**config.mk**
```make
export PLATFORM = sky130hd
export DESIGN_NAME = fetch_sequencer
export DESIGN_NICKNAME = d
export VERILOG_FILES = /design/src/rtl/fetch_sequencer.sv
export SDC_FILE = /design/constraint.sdc
export NUM_CORES = 1
export LEC_CHECK = 0
export BUFFER_PORTS_ARGS = -buffer_cell sky130_fd_sc_hd__buf_2
export CELL_PAD_IN_SITES_DETAIL_PLACEMENT = 2
export CELL_PAD_IN_SITES_GLOBAL_PLACEMENT = 2
export CORE_ASPECT_RATIO = 0.6
export CORE_MARGIN = 2
export CORE_UTILIZATION = 33
export DETAILED_ROUTE_END_ITERATION = 6
export PLACE_DENSITY = 0.89
export RECOVER_POWER = 50
export SLEW_MARGIN = 25
export SYNTH_ARGS = -nofsm -noshare
export SYNTH_HDL_FRONTEND = slang
export SYNTH_SLANG_ARGS = --single-unit
```
**constraint.sdc**
```tcl
create_clock -name clk -period 4.1 [get_ports clk]
set_input_delay 0.41 -clock clk [delete_from_list [all_inputs] [get_ports clk]]
set_output_delay 0.41 -clock clk [all_outputs]
set_load 0.005 [all_outputs]
```
**src/rtl/fetch_sequencer.sv**
```systemverilog
// Fetch-stage sequencer: boots the fetch unit, redirects it on resolved branches,
// flushes wrong-path fetches, freezes it on hazards and drains the pipe on halt.
module fetch_sequencer #(
  parameter int                 PC_W         = 16,
  parameter int                 INSTR_W      = 9,
  parameter logic [INSTR_W-1:0] HALT_OPCODE  = 9'h1FF,
  parameter int                 BOOT_CYCLES  = 2,
  parameter int                 FLUSH_CYCLES = 2,
  parameter int                 DRAIN_CYCLES = 3
) (
  input  logic               clk,
  input  logic               reset,
  input  logic               run_req,
  input  logic [INSTR_W-1:0] instr_in,
  input  logic               stall_req,
  input  logic               branch_resolve,
  input  logic               branch_taken,
  input  logic               branch_dir,
  input  logic [PC_W-1:0]    branch_offset,
  output logic               fetch_init,
  output logic               fetch_start,
  output logic               fetch_branch,
  output logic               fetch_taken,
  output logic               fetch_jump_sign,
  output logic [PC_W-1:0]    fetch_target,
  output logic               pc_hold,
  output logic               flush,
  output logic               busy,
  output logic               halted,
  output logic [15:0]        cycle_count,
  output logic [15:0]        instr_count
);

  typedef enum logic [2:0] {IDLE, BOOT, RUN, STALL, FLUSH, DRAIN, HALTED} state_t;

  localparam logic [7:0] BOOT_LAST  = 8'(BOOT_CYCLES - 1);
  localparam logic [7:0] FLUSH_LAST = 8'(FLUSH_CYCLES - 1);
  localparam logic [7:0] DRAIN_LAST = 8'(DRAIN_CYCLES - 1);

  state_t     state;
  logic [7:0] phase_cnt;
  logic       halt_hit;

  assign halt_hit = (instr_in == HALT_OPCODE);

  function automatic logic [15:0] sat_inc(input logic [15:0] v);
    return (v == 16'hFFFF) ? v : v + 16'd1;
  endfunction

  always_ff @(posedge clk) begin
    if (reset) begin
      state           <= IDLE;
      phase_cnt       <= 8'd0;
      fetch_init      <= 1'b0;
      fetch_start     <= 1'b0;
      fetch_branch    <= 1'b0;
      fetch_taken     <= 1'b0;
      fetch_jump_sign <= 1'b0;
      fetch_target    <= '0;
      pc_hold         <= 1'b0;
      flush           <= 1'b0;
      busy            <= 1'b0;
      halted          <= 1'b0;
      cycle_count     <= 16'd0;
      instr_count     <= 16'd0;
    end else begin
      fetch_branch <= 1'b0;
      fetch_start  <= 1'b0;

      if (state inside {BOOT, RUN, STALL, FLUSH, DRAIN})
        cycle_count <= sat_inc(cycle_count);
      if (state == RUN && !pc_hold && !flush)
        instr_count <= sat_inc(instr_count);

      case (state)
        IDLE, HALTED: begin
          if (run_req) begin
            state       <= BOOT;
            phase_cnt   <= 8'd0;
            fetch_init  <= 1'b1;
            pc_hold     <= 1'b0;
            halted      <= 1'b0;
            busy        <= 1'b1;
            cycle_count <= 16'd0;
            instr_count <= 16'd0;
          end
        end

        BOOT: begin
          if (phase_cnt == BOOT_LAST) begin
            state      <= RUN;
            fetch_init <= 1'b0;
          end else begin
            phase_cnt <= phase_cnt + 8'd1;
          end
        end

        // A resolved branch outranks halt and stall; a stall raised alongside
        // a taken branch is dropped and must be reasserted by decode.
        RUN, STALL: begin
          if (branch_resolve) begin
            fetch_branch    <= 1'b1;
            fetch_taken     <= branch_taken;
            fetch_jump_sign <= branch_dir;
            fetch_target    <= branch_offset;
            pc_hold         <= 1'b0;
            if (branch_taken) begin
              state     <= FLUSH;
              flush     <= 1'b1;
              phase_cnt <= 8'd0;
            end else begin
              state <= RUN;
            end
          end else if (halt_hit) begin
            state     <= DRAIN;
            pc_hold   <= 1'b1;
            phase_cnt <= 8'd0;
          end else if (stall_req) begin
            state   <= STALL;
            pc_hold <= 1'b1;
          end else begin
            state   <= RUN;
            pc_hold <= 1'b0;
          end
        end

        // The fetched word is wrong-path here, so halt and stall are ignored.
        FLUSH: begin
          if (branch_resolve) begin
            fetch_branch    <= 1'b1;
            fetch_taken     <= branch_taken;
            fetch_jump_sign <= branch_dir;
            fetch_target    <= branch_offset;
            phase_cnt       <= 8'd0;
          end else if (phase_cnt == FLUSH_LAST) begin
            state <= RUN;
            flush <= 1'b0;
          end else begin
            phase_cnt <= phase_cnt + 8'd1;
          end
        end

        DRAIN: begin
          if (phase_cnt == DRAIN_LAST) begin
            state       <= HALTED;
            halted      <= 1'b1;
            fetch_start <= 1'b1;
            busy        <= 1'b0;
          end else begin
            phase_cnt <= phase_cnt + 8'd1;
          end
        end

        default: state <= IDLE;
      endcase
    end
  end

endmodule

```
==> impl_metrics.ini <==
[outcome]
outcome = finished, final reports clean

[synth]
ys_seq_area_share_pct = 40.7
async_flop_share_pct = 0
synth-edff-count = 0
synthFlopType = dfxtp_1
yosys_warnings = 0
netlist_area_mm2 = 0.00334
synth.avg_cell_area_um2 = 8.52
synth-seq-cells = 68
synthesis.nets = 429
synth_cells = 392
ys_types = 49

[critical_path]
cp_top_family = simple AND/OR/NAND/NOR gates
cp_data_arrival_time_ns = 2.82
cp.required_ns = 4.30
r2r-start = state[2]
worst-path-buf-inv = 0
r2r_slack_ns = 1.48
crit_path_max_fanout = 26
cp_slowest_stage_delay_ns = 0.82
cp-start-kind = register
slowest_stage = dfxtp_1
crit_path_cell_trace = nand2b_1, o21ai_0, nand2_1, mux2i_1, nor2_1
r2r-end = fetch_target[8]
reg2regPathDepth = 5
path_class = register to register
endpoint_kind = register

[layout]
fillCellCount = 1138
num-nets-final = 514
layout-drive-gt1-share_pct = 13.5
multi_input_area_mm2 = 0.00187
area_delta_synth_final_pct = 23.3
fin_area_mm2 = 0.00412
n_antenna_cell = 0
seq_area_mm2 = 0.00136

[clock_tree]
cts_buffers = 9
htree_levels = 3
cts_sinks = 68
clk_latency_ns = 0.34
cts-root-buf = clkbuf_16
clk_path_buf_depth = 2
hold_buffers = 0
post_cts_buffers = 0
cts_tree = done
cts.reportedPaths.clkPinSlew_ns = 0.06
ctsResizeCount = 0

[routing]
drc_errors = 0
routed-via-count = 3357
drt_iter0_markers = 149
wl_per_cell_um = 19.2
wl_um = 11800
ant_nets = 0
drtPass1Iterations = 4
viasPerCell = 5.46

[die]
die_w_um = 134
initial_core_util_pct = 33.9
std_cell_rows = 28
fp.dieH_um = 81.9
ios = 89
dieArea_mm2 = 0.0110
core_mm2 = 0.00984

[hold_path]
hold_start = branch_offset[1]
hp-class = primary input to register
holdPathEnd = fetch_target[1]
hold_depth = 3

[global_route]
grt_max_degree = 33
grt.total_usage_pct = 22.5
grt_pass1_wl_um = 19000
grt_overflow = 0
antenna_found_initial = 0
grt_pass1_vias = 3547

[pwr]
swShare_pct = 32.6
internal-power_mw = 1.34
pwr-share-seq_pct = 39.9
power_frac_clock_pct = 38.2
p_sw_mw = 0.647
power.density_mw_per_mm2 = 481
ir_drop_mv = 0.216
leakage_nw = 1.60
combPwrFrac_pct = 21.9
power_mw = 1.98

[sta]
worst_slew_pin_slew_ns = 0.982
max_slew_margin_pct = 34.4
fin_worst_skew_ns = 0.00372
slew_violations = 0
final-hold-violation-count = 0
tns_ns = 0
setup_violations = 0
layout_min_cycle_time_ns = 2.62
max_freq_mhz = 382
period_share_pct = 63.8
hold_ws_ns = 0.309
rsz0062_at_grt = false

[placed_design]
dp_hpwl_um = 8280
dpl-instance-area_mm2 = 0.00389
placement.io_buffers = 88
place_congestion = 0.807

[run]
maxCapViolations = 0
[cell usage in the layout (no fill, tap or decap), types with 13 or more instances in the layout]
| master | count |
|---|---|
| a21oi_1 | 20 |
| dfxtp_1 | 68 |
| xor2_1 | 13 |
| nor2_1 | 56 |
| o21ai_0 | 14 |
| nand3_1 | 14 |
| clkbuf_1 | 44 |
| buf_2 | 46 |
| mux2i_1 | 21 |
| nand2_1 | 24 |
[worst min-delay path: cells and delay by family]
kind                   cells  cell delay [ns]
AND/OR/NAND/NOR            1             0.07
multiplexers               1             0.05
buffers and inverters      1             0.08
[worst max path at each step]
stage / endpoint / start / depth (start not counted)
after global placement: instr_count[12] / state[1] / 5
after floorplan: cycle_count[13] / cycle_count[2] / 6
after detailed placement: phase_cnt[4] / state[1] / 4
after CTS: phase_cnt[4] / state[1] / 4
after global routing: fetch_jump_sign / state[2] / 5
final: fetch_target[8] / state[2] / 5
[cells in the mapped netlist, drive strengths merged, types with 9 or more instances]
library cell  count  area [um^2]
a21oi            20          100
and3              9         56.3
dfxtp            68         1360
inv              12         45.0
mux2i            21          210
nand2            24         90.1
nand3            14         70.1
nand4             9         56.3
nor2             56          210
nor3             11         55.1
o21ai            15         78.8
or3              11         68.8
xor2             13          114
[area by class of cell]
type	instances	share of cell area [%]
Tap cell	135	4.10
Multi-Input combinational cell	296	45.3
Clock inverter	3	0.972
Timing Repair Buffer	90	9.78
Inverter	12	1.09
Clock buffer	11	5.65
Sequential cell	68	33.1
[state kept, by name (all words and copies together), names as in the netlist]
name             cells
halted               1
phase_cnt            8
fetch_target        16
fetch_jump_sign      1
pc_hold              1
flush                1
instr_count         16
fetch_start          1
fetch_init           1
cycle_count         16
fetch_taken          1
busy                 1
fetch_branch         1
state                3
[power groups by stage]
stage / combinational [mW] / sequential, mW / clock [mW]
6_report: 0.434 / 0.790 / 0.758
5_1_grt: 0.481 / 0.801 / 0.795
4_1_cts: 0.435 / 0.789 / 0.778
3_5_place_dp: 0.424 / 0.800 / 0
3_3_place_gp: 0.399 / 0.792 / 0
2_1_floorplan: 0.318 / 0.757 / 0
[stage by stage]
step,utilization (%),worst slack [ns],instances
final,41.8,1.48,615
after global routing,41.8,1.24,615
after CTS,42.3,1.44,614
after detailed placement,39.5,1.48,600
after global placement,39.5,1.65,600
after floorplan,-,2.17,392
[cell families after synthesis]
group | share of synthesized area [%]
compound gates | 15.7
buf+inv | 3.37
fa+ha+maj | 1.87
mux | 6.29
flops | 40.7
xor+xnor | 4.98
simple gates | 27.0
[per-layer routing]
layer	vias up	track usage (%)	share of wire [%]
met5	-	0	0
met4	0	7.45	1.3
met3	16	8.02	7.4
met2	102	36.7	46
met1	1648	27.9	45
li1	1591	-	-
Note: power is estimated with default switching activity, not from simulation.
